$ cat config.mk
export PLATFORM = sky130hd
export DESIGN_NAME = risc5_mem_arbiter
export DESIGN_NICKNAME = d
export VERILOG_FILES = /design/src/rtl/memarb_pkg.sv /design/src/rtl/memarb_burst_seq.sv /design/src/rtl/risc5_mem_arbiter.sv
export SDC_FILE = /design/constraint.sdc
export NUM_CORES = 1
export LEC_CHECK = 0
export CAP_MARGIN = 30
export CELL_PAD_IN_SITES_DETAIL_PLACEMENT = 1
export CELL_PAD_IN_SITES_GLOBAL_PLACEMENT = 2
export CORE_MARGIN = 1
export CORE_UTILIZATION = 15
export CTS_CLUSTER_SIZE = 25
export DETAILED_ROUTE_END_ITERATION = 7
export GPL_TIMING_DRIVEN = 0
export HOLD_SLACK_MARGIN = 0.1
export PLACE_DENSITY = 0.95
export SLEW_MARGIN = 10
export SYNTH_ARGS = -nofsm -noshare
export SYNTH_HDL_FRONTEND = slang
export SYNTH_SLANG_ARGS = --single-unit
$ cat constraint.sdc
create_clock -name clk -period 3.2 [get_ports clk]
set_clock_uncertainty 0.1 [all_clocks]
set_input_delay 0.64 -clock clk [delete_from_list [all_inputs] [get_ports clk]]
set_output_delay 0.64 -clock clk [all_outputs]
set_load 0.05 [all_outputs]
$ cat src/rtl/memarb_pkg.sv
// Shared types and helpers for the RISC5 memory arbiter.
// Latency: n/a (types, constants and a pure function only).
// Backpressure: n/a.
// Contents: state_e FSM encoding, IO_BASE_HI window tag, be_decode() byte-lane helper.
package memarb_pkg;

   typedef enum logic [1:0] {
      IDLE  = 2'd0,
      BURST = 2'd1,
      GAP   = 2'd2
   } state_e;

   // cpu_adr[23:6] equal to this selects the 64-byte I/O window at the top of the map.
   localparam logic [17:0] IO_BASE_HI = 18'h3FFFF;

   // Word access drives all lanes; byte access drives only the addressed lane.
   function automatic logic [3:0] be_decode(input logic ben, input logic [1:0] adr);
      logic [3:0] be;
      be = ben ? (4'b0001 << adr) : 4'b1111;
      return be;
   endfunction

endpackage

$ cat src/rtl/memarb_burst_seq.sv
// DMA burst sequencer: IDLE/BURST/GAP FSM, burst word pointer, burst and gap counters.
// Latency: grant on the edge that sees dma_req in IDLE; BURST_LEN words on the following cycles.
// Backpressure: none on the DMA side; the core is held off via the registered cpu_stall.
// Ports: clk, rst (sync, active-high), dma_req/dma_adr in; burst_active, cpu_stall, dma_valid,
//        dma_ack, ptr out; steal_cnt out only when MEMARB_STATS_EN is defined.
module memarb_burst_seq
   import memarb_pkg::*;
#(
   parameter int AW        = 22,
   parameter int BURST_LEN = 8,
   parameter int MIN_GAP   = 2
) (
   input  logic          clk,
   input  logic          rst,
   input  logic          dma_req,
   input  logic [AW-1:0] dma_adr,
   output logic          burst_active,
   output logic          cpu_stall,
   output logic          dma_valid,
   output logic          dma_ack,
   output logic [AW-1:0] ptr
`ifdef MEMARB_STATS_EN
   ,
   output logic [31:0]   steal_cnt
`endif
);

   localparam int CW = (BURST_LEN > 1) ? $clog2(BURST_LEN) : 1;
   localparam int GW = (MIN_GAP > 1) ? $clog2(MIN_GAP) : 1;
   localparam logic [CW-1:0] CNT_LOAD = CW'(BURST_LEN - 1);
   localparam logic [GW-1:0] GAP_LOAD = GW'((MIN_GAP > 0) ? MIN_GAP - 1 : 0);

   state_e        state, state_nxt;
   logic [CW-1:0] cnt;
   logic [GW-1:0] gap;

   always_comb begin
      state_nxt = state;
      unique case (state)
         IDLE:    if (dma_req) state_nxt = BURST;
         BURST:   if (cnt == '0) state_nxt = (MIN_GAP > 0) ? GAP : IDLE;
         GAP:     if (gap == '0) state_nxt = IDLE;
         default: state_nxt = IDLE;
      endcase
   end

   always_ff @(posedge clk) begin
      if (rst) begin
         state     <= IDLE;
         cpu_stall <= 1'b0;
         ptr       <= '0;
         cnt       <= '0;
         gap       <= '0;
      end else begin
         state     <= state_nxt;
         // Stall comes from a flop so it never follows the core's gated strobes.
         cpu_stall <= (state_nxt == BURST);
         unique case (state)
            IDLE: begin
               if (dma_req) begin
                  ptr <= dma_adr;
                  cnt <= CNT_LOAD;
               end
            end
            BURST: begin
               ptr <= ptr + AW'(1);
               cnt <= cnt - CW'(1);
               if (cnt == '0) gap <= GAP_LOAD;
            end
            GAP: gap <= gap - GW'(1);
            default: ;
         endcase
      end
   end

   assign burst_active = (state == BURST);
   assign dma_valid    = burst_active;
   assign dma_ack      = burst_active && (cnt == '0);

`ifdef MEMARB_STATS_EN
   // Counts stolen cycles; sticks at all-ones rather than wrapping.
   always_ff @(posedge clk) begin
      if (rst)
         steal_cnt <= '0;
      else if (burst_active && (steal_cnt != '1))
         steal_cnt <= steal_cnt + 32'd1;
   end
`endif

endmodule

$ cat src/rtl/risc5_mem_arbiter.sv
// Muxes the RISC5 core port onto an async SRAM and a 64-byte I/O window; steals cycles for DMA bursts.
// Latency: core accesses are single-cycle combinational; a DMA burst costs the core BURST_LEN cycles.
// Backpressure: registered cpu_stall is high exactly during BURST; DMA has no backpressure.
// Ports: clk, rst; core side cpu_adr/rd/wr/ben/wdata in, cpu_rdata/code/stall out; io_rd/wr/adr out,
//        io_rdata in; dma_req/adr in, dma_valid/data/ack out; sram_adr/we/be/wdata out, sram_rdata in.
//        Optional steal_cnt out when MEMARB_STATS_EN is defined.
module risc5_mem_arbiter
   import memarb_pkg::*;
#(
   parameter int AW        = 22,
   parameter int BURST_LEN = 8,
   parameter int MIN_GAP   = 2
) (
   input  logic          clk,
   input  logic          rst,
   input  logic [23:0]   cpu_adr,
   input  logic          cpu_rd,
   input  logic          cpu_wr,
   input  logic          cpu_ben,
   input  logic [31:0]   cpu_wdata,
   output logic [31:0]   cpu_rdata,
   output logic [31:0]   cpu_code,
   output logic          cpu_stall,
   output logic          io_rd,
   output logic          io_wr,
   output logic [3:0]    io_adr,
   input  logic [31:0]   io_rdata,
   input  logic          dma_req,
   input  logic [AW-1:0] dma_adr,
   output logic          dma_valid,
   output logic [31:0]   dma_data,
   output logic          dma_ack,
   output logic [AW-1:0] sram_adr,
   output logic          sram_we,
   output logic [3:0]    sram_be,
   output logic [31:0]   sram_wdata,
   input  logic [31:0]   sram_rdata
`ifdef MEMARB_STATS_EN
   ,
   output logic [31:0]   steal_cnt
`endif
);

   logic          burst_active;
   logic [AW-1:0] ptr;
   logic          io_sel;
   logic          core_own;

   memarb_burst_seq #(
      .AW        (AW),
      .BURST_LEN (BURST_LEN),
      .MIN_GAP   (MIN_GAP)
   ) u_seq (
      .clk          (clk),
      .rst          (rst),
      .dma_req      (dma_req),
      .dma_adr      (dma_adr),
      .burst_active (burst_active),
      .cpu_stall    (cpu_stall),
      .dma_valid    (dma_valid),
      .dma_ack      (dma_ack),
      .ptr          (ptr)
`ifdef MEMARB_STATS_EN
      ,
      .steal_cnt    (steal_cnt)
`endif
   );

   assign core_own   = ~burst_active;
   assign io_sel     = (cpu_adr[23:6] == IO_BASE_HI);

   assign sram_adr   = burst_active ? ptr : cpu_adr[AW+1:2];
   // Strobes are masked during a burst even though the stalled core should already hold them low.
   assign sram_we    = core_own & cpu_wr & ~io_sel;
   assign sram_be    = burst_active ? 4'b1111 : be_decode(cpu_ben, cpu_adr[1:0]);
   assign sram_wdata = cpu_wdata;

   assign io_rd      = core_own & cpu_rd & io_sel;
   assign io_wr      = core_own & cpu_wr & io_sel;
   assign io_adr     = cpu_adr[5:2];

   assign cpu_rdata  = io_sel ? io_rdata : sram_rdata;
   assign cpu_code   = sram_rdata;
   assign dma_data   = sram_rdata;

endmodule

## Yosys cells after proc, flatten, opt, wreduce, memory -nomap -nowiden

Cells that the tools add are included.

| storage, ports and cells | value |
|---|---|
| register bits | 29 |
| bits of input ports | 148 |
| output and inout bits | 164 |
| logic and storage cells | 43 |

| cells by class | value |
|---|---|
| add/subtract/negate cells | 3 |
| eq/ne operators | 6 |
| shift-type cells | 1 |
| muxes and demuxes | 14 |
| bitwise operators | 7 |
| reduce and logical (&&, ||, !) cells | 7 |

Operator list:

| cell | number |
|---|---|
| 22-bit 2-to-1 mux | 2 |
| 22-bit one-hot mux with 2 select lines | 1 |
| 32-bit 2-to-1 mux | 1 |
| 22-bit by 1-bit adder with 22-bit output, second input constant | 1 |
| 18-bit == test, second input constant | 1 |
| 4-bit 2-to-1 mux | 2 |
| 2-bit 2-to-1 mux | 3 |
| 2-bit one-hot mux with 3 select lines | 1 |
| 3-bit one-hot mux with 2 select lines | 1 |
| 1-bit bitwise AND | 5 |
| 2-bit by 1-bit == test with 1-bit output, second input constant | 2 |
| 2-bit AND reduction | 2 |
| 2-bit nonzero test | 2 |
| 1-bit by 2-bit left shift with 4-bit output, first input constant | 1 |
| 3-bit logical NOT | 1 |
| 3-bit 2-to-1 mux | 1 |
| 3-bit by 1-bit subtractor with 3-bit output, second input constant | 1 |
| 2-bit == test, second input constant | 1 |
| 2-bit logical NOT | 1 |
| 2-bit by 1-bit inequality test with 1-bit output, second input constant | 1 |
| 2-bit inequality test, second input constant | 1 |
| 1-bit NOT | 2 |
| 1-bit one-hot mux with 2 select lines | 1 |
| 1-bit logical AND | 1 |
| other kinds (2) | 2 |

## Logic depth before layout (Yosys ltp)

Gate-level depths: netlist of run 1.

| logic depth | value |
|---|---|
| word-level depth | 4 |
| gate-level depth with buffers | 7 |
| depth with buffers taken out | 5 |

## Cells and area by module

A second synthesis of run 1 with hierarchy kept.

| second synthesis, totals | value |
|---|---|
| cell total of the unflattened synthesis | 379 |
| area, all modules | 3271.9 um^2 |

Modules (own cells, without submodules):

| module | times used | cells each | area each (um^2) | seq. area each (um^2) |
|---|---|---|---|---|
| risc5_mem_arbiter | 1 | 177 | 1639.1 | 0.0 |
| memarb_burst_seq | 1 | 202 | 1632.8 | 580.6 |

## Least setup slack after synthesis of run 1

No wires, ideal clock.

| timing path | value |
|---|---|
| path type | register to output |
| start point | register u_seq.state[0] |
| end point | output sram_adr[17] |
| arrival time | 2.228 ns |
| data required time | 2.460 ns |
| path slack | 0.232 ns |
| stages on the path, launching flop included | 7 |
| buffers on the path | 4 |
| cells stage by stage | dfxtp_1 -> nand2b_1 -> buf_2 -> buf_2 -> buf_2 -> buf_1 -> o21ai_0 |

| on the way | value |
|---|---|
| cells in the longest elaborated chain, start to end | 2 |

Ends and longest elaborated chain:

| item | RTL line | source |
|---|---|---|
| start, declared | memarb_burst_seq.sv:33 | `state_e state, state_nxt;` |
| start signal, assigned | memarb_burst_seq.sv:55 | `state <= state_nxt;` |
| 2-bit by 1-bit == test with 1-bit output | memarb_burst_seq.sv:76 | `assign burst_active = (state == BURST);` |
| 22-bit 2-to-1 mux | risc5_mem_arbiter.sv:72 | `assign sram_adr = burst_active ? ptr : cpu_adr[AW+1:2];` |
| end, declared | risc5_mem_arbiter.sv:33 | `output logic [AW-1:0] sram_adr,` |

No other way between the ends.

## Final worst setup path of run 1

| timing path | value |
|---|---|
| start point | input cpu_adr[12] |
| end point | output cpu_rdata[0] |

| on the way | value |
|---|---|
| cells in the longest elaborated chain, start to end | 2 |

Ends and longest elaborated chain:

| item | RTL line | source |
|---|---|---|
| start, declared | risc5_mem_arbiter.sv:16 | `input logic [23:0] cpu_adr,` |
| 18-bit == test | risc5_mem_arbiter.sv:70 | `assign io_sel = (cpu_adr[23:6] == IO_BASE_HI);` |
| 32-bit 2-to-1 mux | risc5_mem_arbiter.sv:82 | `assign cpu_rdata = io_sel ? io_rdata : sram_rdata;` |
| end, declared | risc5_mem_arbiter.sv:21 | `output logic [31:0] cpu_rdata,` |

No other way between the ends.

==> results of run 1 <==
## metrics by stage
step	setup WS [ns]	hold slack, ns	util [%]	instance area (um^2)	cells
finish	0.0542	0.359	30.7	6540	1024
floorplan	0.232	0.332	-	3310	457
global placement	-0.918	0.345	30.3	6440	1011
global route	0.00759	0.387	30.7	6540	1021
detailed placement	-0.868	0.355	30.3	6440	1011
CTS	-0.112	0.361	30.7	6540	1020
## path summary, 6_finish.rpt
kind,start,end,slack [ns],depth (start not counted)
worst max-delay path,cpu_adr[12],cpu_rdata[0],0.05,7
worst min-delay path,u_seq.cnt[0]$_SDFFE_PP0P_,u_seq.cnt[0]$_SDFFE_PP0P_,0.36,2
worst max register to register,u_seq.state[0]$_SDFF_PP0_,u_seq.ptr[6]$_SDFFE_PP0P_,1.18,5
worst min register to register,u_seq.cnt[0]$_SDFFE_PP0P_,u_seq.cnt[0]$_SDFFE_PP0P_,0.36,2
## flip-flops by register name (all words and copies together) (netlist names)
signal	flops
u_seq.gap	1
u_seq.ptr	22
u_seq.cnt	3
u_seq.cpu_stall	1
u_seq.state	2
## layout by cell type, fill, tap and decap left out, drive strengths merged, types with 3 or more instances in the layout
cell type / count
nor3b: 3
nand4: 14
nand2: 78
buf: 141
nor3: 6
and3: 10
and4: 6
or3: 5
clkdlybuf4s15: 18
mux2: 32
diode: 4
nor4: 3
nand3: 11
o211ai: 9
and2: 5
a22oi: 4
clkdlybuf4s50: 218
nor2: 11
inv: 10
nor4bb: 3
clkbuf: 30
dlygate4sd2: 5
ha: 3
dfxtp: 29
or4: 8
a311oi: 3
a31oi: 10
a21oi: 18
o21ai: 21
a21o: 3
## routing by layer
| layer | GRT usage (%) | part of all wire (%) | vias up |
|---|---|---|---|
| met5 | 0 | 0.061 | - |
| met4 | 2.42 | 0.87 | 2 |
| met3 | 4.06 | 8.1 | 12 |
| met2 | 25.6 | 48 | 176 |
| met1 | 19.6 | 43 | 2076 |
| li1 | - | - | 2118 |
## area by class of cell
type | instances | area [um^2]
timing repair buffer | 281 | 2670
clock buffer | 6 | 139
sequential | 29 | 581
antenna | 4 | 10.0
inverter | 12 | 45.0
fill | 2595 | 14700
clock inverter | 2 | 37.5
multi-input combinational | 288 | 1830
tap | 275 | 344
buffer | 127 | 886
## power groups by stage
stage	Clock [mW]	Combinational [mW]	Sequential, mW
3_3_place_gp	0	1.31	0.463
2_1_floorplan	0	0.804	0.452
5_1_grt	0.591	1.36	0.468
4_1_cts	0.577	1.30	0.458
3_5_place_dp	0	1.33	0.465
6_report	0.575	1.29	0.460
## cells by family (layout without fill, tap and decap cells)
logic type	Yosys count	after routing	share of synthesized area, %
adder cells (fa/ha/maj)	3	3	1.14
AND/OR/NAND/NOR	168	168	26.4
buffers and inverters	140	428	27.5
AO/OA/AOI/OAI	85	85	16.5
multiplexers	32	32	10.9
flip-flops	29	29	17.6
other	0	4	0
## worst max-delay path, delay by kind of cell
kind                   cells  cell delay, ns
buffers and inverters      3            1.03
AND/OR/NAND/NOR            3            0.48
multiplexers               1            0.26
## repair_timing
item / CTS / global route
resized for setup: 241 / 28
setup endpoints to repair: 62 / 54
buffers inserted: 2 / 0
pin swaps: 1 / 0
==> metrics.yaml, run 1 <==
grt_setup_unrepaired: "no"
post_synth_most_frequent_cells: "buf_4, nand2_1, mux2_2"
path_clk_slew_ns: 0.05
timing.critical_path.from_type: "primary input"
h_tree_levels: 2
timing.final.crit_share_pct: 98.3
final_max_slew_viol_count: 0
maxCapViolCount: 0
fmax_mhz: 318
critical_path.max_stage_delay_ns: 0.54
ys_async_sr_fraction_pct: 0
worst_pin_slew_ns: 0.695
antenna_found_initial: 5
setup-violations-final: 0
pwr_density_cell_mw_per_mm2: 355
syn-mean-instance-area_um2: 7.24
floorplan.die.width_um: 150
postRouteAntennaNets: 0
global_route.overflow_total: 0
clock_tree.root_cell: "clkbuf_16"
synth.cell_area_mm2: 0.00331
avgViaCountPerCell: 4.28
ys_seq_area_share_pct: 17.6
netlist_instances: 457
holdCritPathClass: "reg2reg"
p_leak_nw: 2.72
cts_tree: "done"
power_mw: 2.32
synth.ff_latch_count: 29
rows: 53
worst_slew_margin_rel_pct: 53.7
yosysTopAreaCellShare_pct: 22.7
global_route.usage.total_pct: 15.2
drc_errors: 0
gpl.final_weighted_congestion: 0.827
num-nets-final: 895
initial_utilization_pct: 15.5
drt-initial-drc-count: 243
dr.pass1.iters: 5
grt_max_degree: 20
flow.area_growth_from_synthesis_pct: 97.9
post_synth_top_flop: "dfxtp_1"
crit_fanout: 6
run_status: "finished, final reports clean"
cp_slowest_cell: "clkdlybuf4s50_1"
worstPathArrival_ns: 2.41
finalHoldViolations: 0
internal_power_mw: 1.28
clock_tree.buffer_depth: 2
netsw_mw: 1.04
vias: 4384
hold_buffers: 0
die_area_mm2: 0.0226
hpwl_detailed_um: 15000
final.setup.tns_ns: 0
vdd.ir_drop.worst_mv: 0.165
wl_um: 18000
netSwitchingFraction_pct: 44.7
yosysTopAreaCell: "buf_4"
worstPathRequired_ns: 2.46
path_cells: "clkdlybuf4s50_1 > nand4_1 > nor2_2 > nand3_4 > buf_4 > mux2_2 > clkdlybuf4s15_2"
power.share.clock_pct: 24.7
clk_latency_ns: 0.28
core_area_mm2: 0.0213
postSynthNetCount: 608
port_buffers: 279
die_h_um: 150
grt_pass1_wl_um: 25700
route.detailed.wl_per_inst_um: 17.6
sequentialPowerShare_pct: 19.8
cts-buffers-inserted: 5
via_count_of_the_first_global_routing_pass: 4234
crit_type: "in2out"
synthTopCellsByArea: "buf_4, dfxtp_1, mux2_2, nand2_1, o21ai_0"
yosys_warnings: 0
drive_gt1_share_pct: 29.7
timing.critical_path.to_type: "output pin"
yosys.cell_count.top_type: "buf_4"
pin_count: 312
ys_types: 51
layout_min_cycle_time_ns: 3.15
post_synth_edffs: 0
power_frac_comb_pct: 55.5
numClockSinks: 29
Note: power is estimated with default switching activity, not from simulation.
==> run 2: changes to the inputs <==
--- a/config.mk
+++ b/config.mk
@@ -8,13 +8,13 @@
 export CAP_MARGIN = 30
 export CELL_PAD_IN_SITES_DETAIL_PLACEMENT = 1
 export CELL_PAD_IN_SITES_GLOBAL_PLACEMENT = 2
-export CORE_MARGIN = 1
-export CORE_UTILIZATION = 15
+export CORE_MARGIN = 2
+export CORE_UTILIZATION = 13
 export CTS_CLUSTER_SIZE = 25
 export DETAILED_ROUTE_END_ITERATION = 7
 export GPL_TIMING_DRIVEN = 0
 export HOLD_SLACK_MARGIN = 0.1
-export PLACE_DENSITY = 0.95
+export PLACE_DENSITY = 0.91
 export SLEW_MARGIN = 10
 export SYNTH_ARGS = -nofsm -noshare
 export SYNTH_HDL_FRONTEND = slang
==> constraint.sdc (replaced) <==
create_clock -name clk -period 2.6 [get_ports clk]
set_clock_uncertainty 0.1 [all_clocks]
set_input_delay 0.52 -clock clk [delete_from_list [all_inputs] [get_ports clk]]
set_output_delay 0.52 -clock clk [all_outputs]
set_load 0.05 [all_outputs]
==> metrics.yaml, run 2 (synthesized netlist as in run 1, its figures left out) <==
num-nets-final: 896
multi_input_area_mm2: 0.00188
run_status: "finished, final reports clean"
cp_slowest_cell: "clkdlybuf4s50_1"
wl_um: 19500
clock_tree.root_cell: "clkbuf_16"
vdd.ir_drop.worst_mv: 0.267
port_buffers: 279
final_max_slew_viol_count: 0
hold_buffers: 0
layer_carrying_the_most_global_route_usage: "met2"
critical_path.max_stage_delay_ns: 0.80
worst_hold_slack_ns: 0.381
fmax_mhz: 387
top_register: "u_seq.ptr"
worst-r2r-setup-slack_ns: 0.59
critPathBufInv: 3
floorplan.die.width_um: 163
worst_slew_margin_rel_pct: 55.4
final_core_util_pct: 27.0
worst_pin_slew_ns: 0.669
h_tree_levels: 2
sequential_cell_area_um2: 582
crit_family: "buffers and inverters"
pwr_density_cell_mw_per_mm2: 425
met1_usage_pct: 18.0
timing.reg2reg.worst_path_depth: 6
drc_errors: 0
p_leak_nw: 3.05
dp.cells: 1066
layout_common_cells: "clkdlybuf4s50_1, buf_4, nand2_1"
timing.critical_path.from_type: "primary input"
met3_usage_in_global_routing_pct: 2.59
worstPathRequired_ns: 1.98
global_route.overflow_total: 0
critical_path.most_common_cell: "clkdlybuf4s50_1"
layoutNonFillerInstCount: 1076
gpl.final_weighted_congestion: 0.798
initial_utilization_pct: 13.2
worstPathArrival_ns: 1.96
numClockSinks: 29
vias: 4415
die_h_um: 163
cts_tree: "done"
global_route.usage.total_pct: 14.0
route.detailed.wl_per_inst_um: 18.1
holdCritPathClass: "reg2reg"
clock_tree.buffer_depth: 2
biggestRegsByFlops: "u_seq.ptr (22), u_seq.cnt (3), u_seq.state (2)"
setup-violations-final: 0
holdPathStages: 2
post-cts-setup-buffers: 0
finalHoldViolations: 0
pin_count: 312
grt_pass1_wl_um: 28200
path_cells: "clkdlybuf4s50_1 > buf_4 > clkdlybuf4s50_1"
maxCapViolCount: 0
drive_gt1_share_pct: 32.8
crit_fanout: 3
min_from: "u_seq.cnt[0]$_SDFFE_PP0P_"
hpwl_detailed_um: 16000
core_area_mm2: 0.0251
timing.rr.start: "u_seq.ptr[0]$_SDFFE_PP0P_"
use_met2_pct: 24.2
antenna_cells_inserted: 0
die_area_mm2: 0.0267
mostFrequentLayoutCell: "clkdlybuf4s50_1"
drt-initial-drc-count: 252
critical_path.reg2reg.endpoint: "u_seq.ptr[20]$_SDFFE_PP0P_"
flow.area_growth_from_synthesis_pct: 105
largest_reg_flops: 22
timing.critical_path.to_type: "output pin"
crit_type: "in2out"
fill_count: 3051
rows: 58
postRouteAntennaNets: 0
via_count_of_the_first_global_routing_pass: 4618
path_clk_slew_ns: 0.05
timing.final.crit_share_pct: 99.3
clk_latency_ns: 0.29
avgViaCountPerCell: 4.10
layout_min_cycle_time_ns: 2.58
hold_end: "u_seq.cnt[0]$_SDFFE_PP0P_"
dr.pass1.iters: 4
grt_max_degree: 11
antenna_found_initial: 1
cts-buffers-inserted: 5
## run 2: worst max-delay path by stage
stage / endpoint / startpoint / slack [ns] / depth (start not counted)
2_1_floorplan: sram_adr[11] / u_seq.state[0]$_SDFF_PP0_ / 0.09 / 4
3_3_place_gp: cpu_rdata[26] / cpu_adr[10] / -1.37 / 7
3_5_place_dp: cpu_rdata[11] / cpu_adr[10] / -1.34 / 7
4_1_cts: sram_adr[21] / u_seq.state[1]$_SDFF_PP0_ / 0.0005 / 8
5_1_grt: cpu_code[20] / sram_rdata[20] / -0.02 / 3
6_report: cpu_code[20] / sram_rdata[20] / 0.02 / 3
## run 2: area by class of cell
class	instances	area share, %
well taps	330	6.09
clock buffers	6	2.05
multi-input cells	289	27.7
flip-flops and latches	29	8.59
inverters	12	0.702
plain buffers	126	14.0
repair buffers	282	40.3
clock inverters	2	0.554
## run 2: through the flow
step,setup TNS [ns],setup slack (ns),instance area [um^2],power (mW)
floorplan,0,0.0873,3310,1.55
detailed placement,-63.40,-1.34,6510,2.21
global placement,-63.06,-1.37,6510,2.19
CTS,0,0.000492,6770,2.90
global route,-0.0371,-0.0210,6780,3.00
finish,0,0.0182,6780,2.88
## run 2: routing by layer
layer | share of wire [%] | up-vias
li1 | - | 2109
met1 | 43 | 2120
met2 | 49 | 160
met3 | 5.8 | 24
met4 | 1.7 | 2
met5 | 0.057 | -
## run 2: worst min-delay path, delay by kind of cell (launching register included)
| family | cells | cell delay [ns] |
|---|---|---|
| compound gates | 1 | 0.06 |
| simple gates | 1 | 0.06 |
| flops | 1 | 0.31 |
## run 2: power breakdown
part | leakage, nW | switching (mW) | total (mW) | internal (mW)
Clock | 0.0831 | 0.233 | 0.711 | 0.478
Sequential | 0.240 | 0.0679 | 0.564 | 0.496
Combinational | 2.72 | 0.999 | 1.61 | 0.607
## run 2: timing repair
action / CTS / global route
endpoints found under the setup margin: 86 / 75
pin swaps: 8 / 7
gates cloned: 4 / 0
gates resized for setup: 466 / 44
==> run 3: changes to the inputs <==
--- a/config.mk
+++ b/config.mk
@@ -5,16 +5,16 @@
 export SDC_FILE = /design/constraint.sdc
 export NUM_CORES = 1
 export LEC_CHECK = 0
+export ABC_AREA = 1
 export CAP_MARGIN = 30
 export CELL_PAD_IN_SITES_DETAIL_PLACEMENT = 1
 export CELL_PAD_IN_SITES_GLOBAL_PLACEMENT = 2
 export CORE_MARGIN = 2
-export CORE_UTILIZATION = 13
+export CORE_UTILIZATION = 12
 export CTS_CLUSTER_SIZE = 25
 export DETAILED_ROUTE_END_ITERATION = 7
-export GPL_TIMING_DRIVEN = 0
 export HOLD_SLACK_MARGIN = 0.1
-export PLACE_DENSITY = 0.91
+export PLACE_DENSITY = 0.87
 export SLEW_MARGIN = 10
 export SYNTH_ARGS = -nofsm -noshare
 export SYNTH_HDL_FRONTEND = slang
==> metrics.yaml, run 3 <==
synth.mux.area_fraction_pct: 0
drive_gt1_share_pct: 34.4
hold_buffers: 0
flow.area_growth_from_synthesis_pct: 95.2
postLayoutCellArea_mm2: 0.00678
area_post_placement_mm2: 0.00632
dp.cells: 1108
postSynthNetCount: 732
layout_common_cells: "nand2_1, clkdlybuf4s50_1, buf_12"
maxCapViolCount: 0
synth_top_family_by_area: "simple AND/OR/NAND/NOR gates"
dr.pass1.iters: 4
layoutNonFillerInstCount: 1123
die_area_mm2: 0.0303
post_synth_edffs: 0
yosysTopAreaCell: "buf_4"
ys_async_sr_fraction_pct: 0
die_h_um: 174
critical_path.max_stage_delay_ns: 0.34
crit_type: "in2out"
pwr_density_cell_mw_per_mm2: 443
grt_max_degree: 36
clock_tree.buffer_depth: 2
ys_seq_area_share_pct: 16.7
fill_count: 3395
post_synth_and_or_nand_nor_area_fraction_pct: 38.5
power_mw: 3.00
largest_reg_flops: 22
rows: 62
antenna_found_initial: 0
global_route.usage.total_pct: 10.6
port_buffers: 247
h_tree_levels: 2
worst_hold_slack_ns: 0.410
dpl_worst_slack_ns: -0.395
pin_count: 312
cts_tree: "done"
worstPathRequired_ns: 1.98
clock_tree.root_cell: "clkbuf_16"
wl_um: 17000
synth.cell_area_mm2: 0.00347
synth.ff_latch_count: 29
min_from: "u_seq.cnt[1]$_SDFFE_PP0P_"
setup_ws_ns: 0.0885
path_clk_slew_ns: 0.05
mostFrequentLayoutCell: "nand2_1"
cp_slowest_cell: "nor3_4"
timing.final.crit_share_pct: 96.6
avgViaCountPerCell: 3.78
clk_latency_ns: 0.28
run_status: "finished, final reports clean"
yosysTopAreaCellShare_pct: 22.1
multi_input_area_mm2: 0.00194
floorplan.die.width_um: 174
top_register: "u_seq.ptr"
synthXorXnorAreaFrac_pct: 0.252
setup-violations-final: 0
core_area_mm2: 0.0286
worstPathArrival_ns: 1.89
cp_startpoint: "cpu_adr[16]"
fmax_mhz: 398
gpl.final_weighted_congestion: 0.777
global_route.overflow_total: 0
hpwl_detailed_um: 13900
layout_min_cycle_time_ns: 2.51
worst_slew_margin_rel_pct: 66.5
sequential_cell_area_um2: 581
finalHoldViolations: 0
p_leak_nw: 3.01
netlist_instances: 581
drt-initial-drc-count: 103
holdCritPathClass: "reg2reg"
route.detailed.wl_per_inst_um: 15.2
yosys.area_share.adder_pct: 1.08
yosys.cell_count.top_type: "nand2_1"
num-nets-final: 889
worst_pin_slew_ns: 0.502
post_synth_most_frequent_cells: "nand2_1, buf_4, nor2_1"
cts-buffers-inserted: 5
timing.critical_path.to_type: "output pin"
drc_errors: 0
syn-mean-instance-area_um2: 5.98
synth_compound_gate_area_share_pct: 11.7
via_count_of_the_first_global_routing_pass: 4340
crit_fanout: 6
initial_utilization_pct: 12.1
vias: 4249
final_max_slew_viol_count: 0
timing.rr.start: "u_seq.state[1]$_SDFF_PP0_"
yosys_warnings: 0
grt_pass1_wl_um: 25100
timing.critical_path.from_type: "primary input"
synthTopCellsByArea: "buf_4, nand2_1, dfxtp_1, nor2_1, o21ai_0"
ys_types: 34
numClockSinks: 29
vdd.ir_drop.worst_mv: 0.220
path_cells: "buf_2 > nand4_1 > nor3_4 > nand2_4 > inv_6 > buf_6 > buf_12 > nand2_2 > nand2_4 > buf_12"
post_synth_top_flop: "dfxtp_1"
postRouteAntennaNets: 0
antenna_cells_inserted: 0
biggestRegsByFlops: "u_seq.ptr (22), u_seq.cnt (3), u_seq.state (2)"
==> run 3: changes by cell type in the layout (fill, tap and decap cells not counted), moves of 29 or more <==
cell and change:
nand2_2 +45, nand2_1 +55, nor2_1 +56, buf_4 -57
mux2_2 -30, buf_12 +83, inv_1 +29, clkdlybuf4s50_1 -58
==> run 3: area by class of cell <==
cell class	instances	area share [%]
timing repair buffer	272	50.3
multi-input combinational	386	28.7
sequential	29	8.57
tap	384	7.09
inverter	44	2.58
clock buffer	5	1.85
clock inverter	3	0.960
==> run 3: metrics by stage <==
stage	util, %	setup TNS, ns
floorplan	-	0
finish	23.7	0
global route	23.7	-0.0109
detailed placement	22.1	-11.88
CTS	23.5	0
global placement	22.1	-11.26
==> run 3: repair_timing <==
| item | in CTS | in global routing |
|---|---|---|
| endpoints found under the hold margin | 0 | 0 |
| pin swaps | 11 | 17 |
| setup buffers | 3 | 0 |
| endpoints found under the setup margin | 35 | 33 |
| resized for setup | 71 | 34 |
| gates cloned | 3 | 1 |
==> run 3: cell families (layout without fill, tap and decap cells) <==
logic type	after synthesis	count (layout)
simple gates	310	310
buf+inv	166	324
compound gates	72	72
flops	29	29
fa+ha+maj	3	3
xor+xnor	1	1
==> run 3: power by group <==
| group | switching [mW] | internal [mW] | leakage (nW) |
|---|---|---|---|
| combinational | 0.960 | 0.708 | 2.68 |
| clock | 0.231 | 0.547 | 0.0938 |
| sequential | 0.0558 | 0.498 | 0.241 |
| total | 1.25 | 1.75 | 3.01 |
==> run 3: worst max-delay path: cells and delay by family <==
family        cells  cell delay [ns]
buf+inv           5             0.56
simple gates      5             0.79
==> run 3: final timing paths <==
check                                                  end  slack, ns  cells past startpoint
worst min register to register   u_seq.cnt[1]$_SDFFE_PP0P_       0.41                      2
worst max-delay path                         cpu_rdata[31]       0.09                     10
worst max register to register  u_seq.ptr[19]$_SDFFE_PP0P_       0.70                      8
worst min-delay path             u_seq.cnt[1]$_SDFFE_PP0P_       0.41                      2
==> run 3: per-layer routing <==
metal | global-route usage [%] | vias up | wire (um)
met2 | 20.0 | 197 | 8840
li1 | - | 2048 | -
met3 | 2.58 | 24 | 1190
met5 | 0 | - | 0
met4 | 2.24 | 0 | 377
met1 | 11.9 | 1980 | 6610
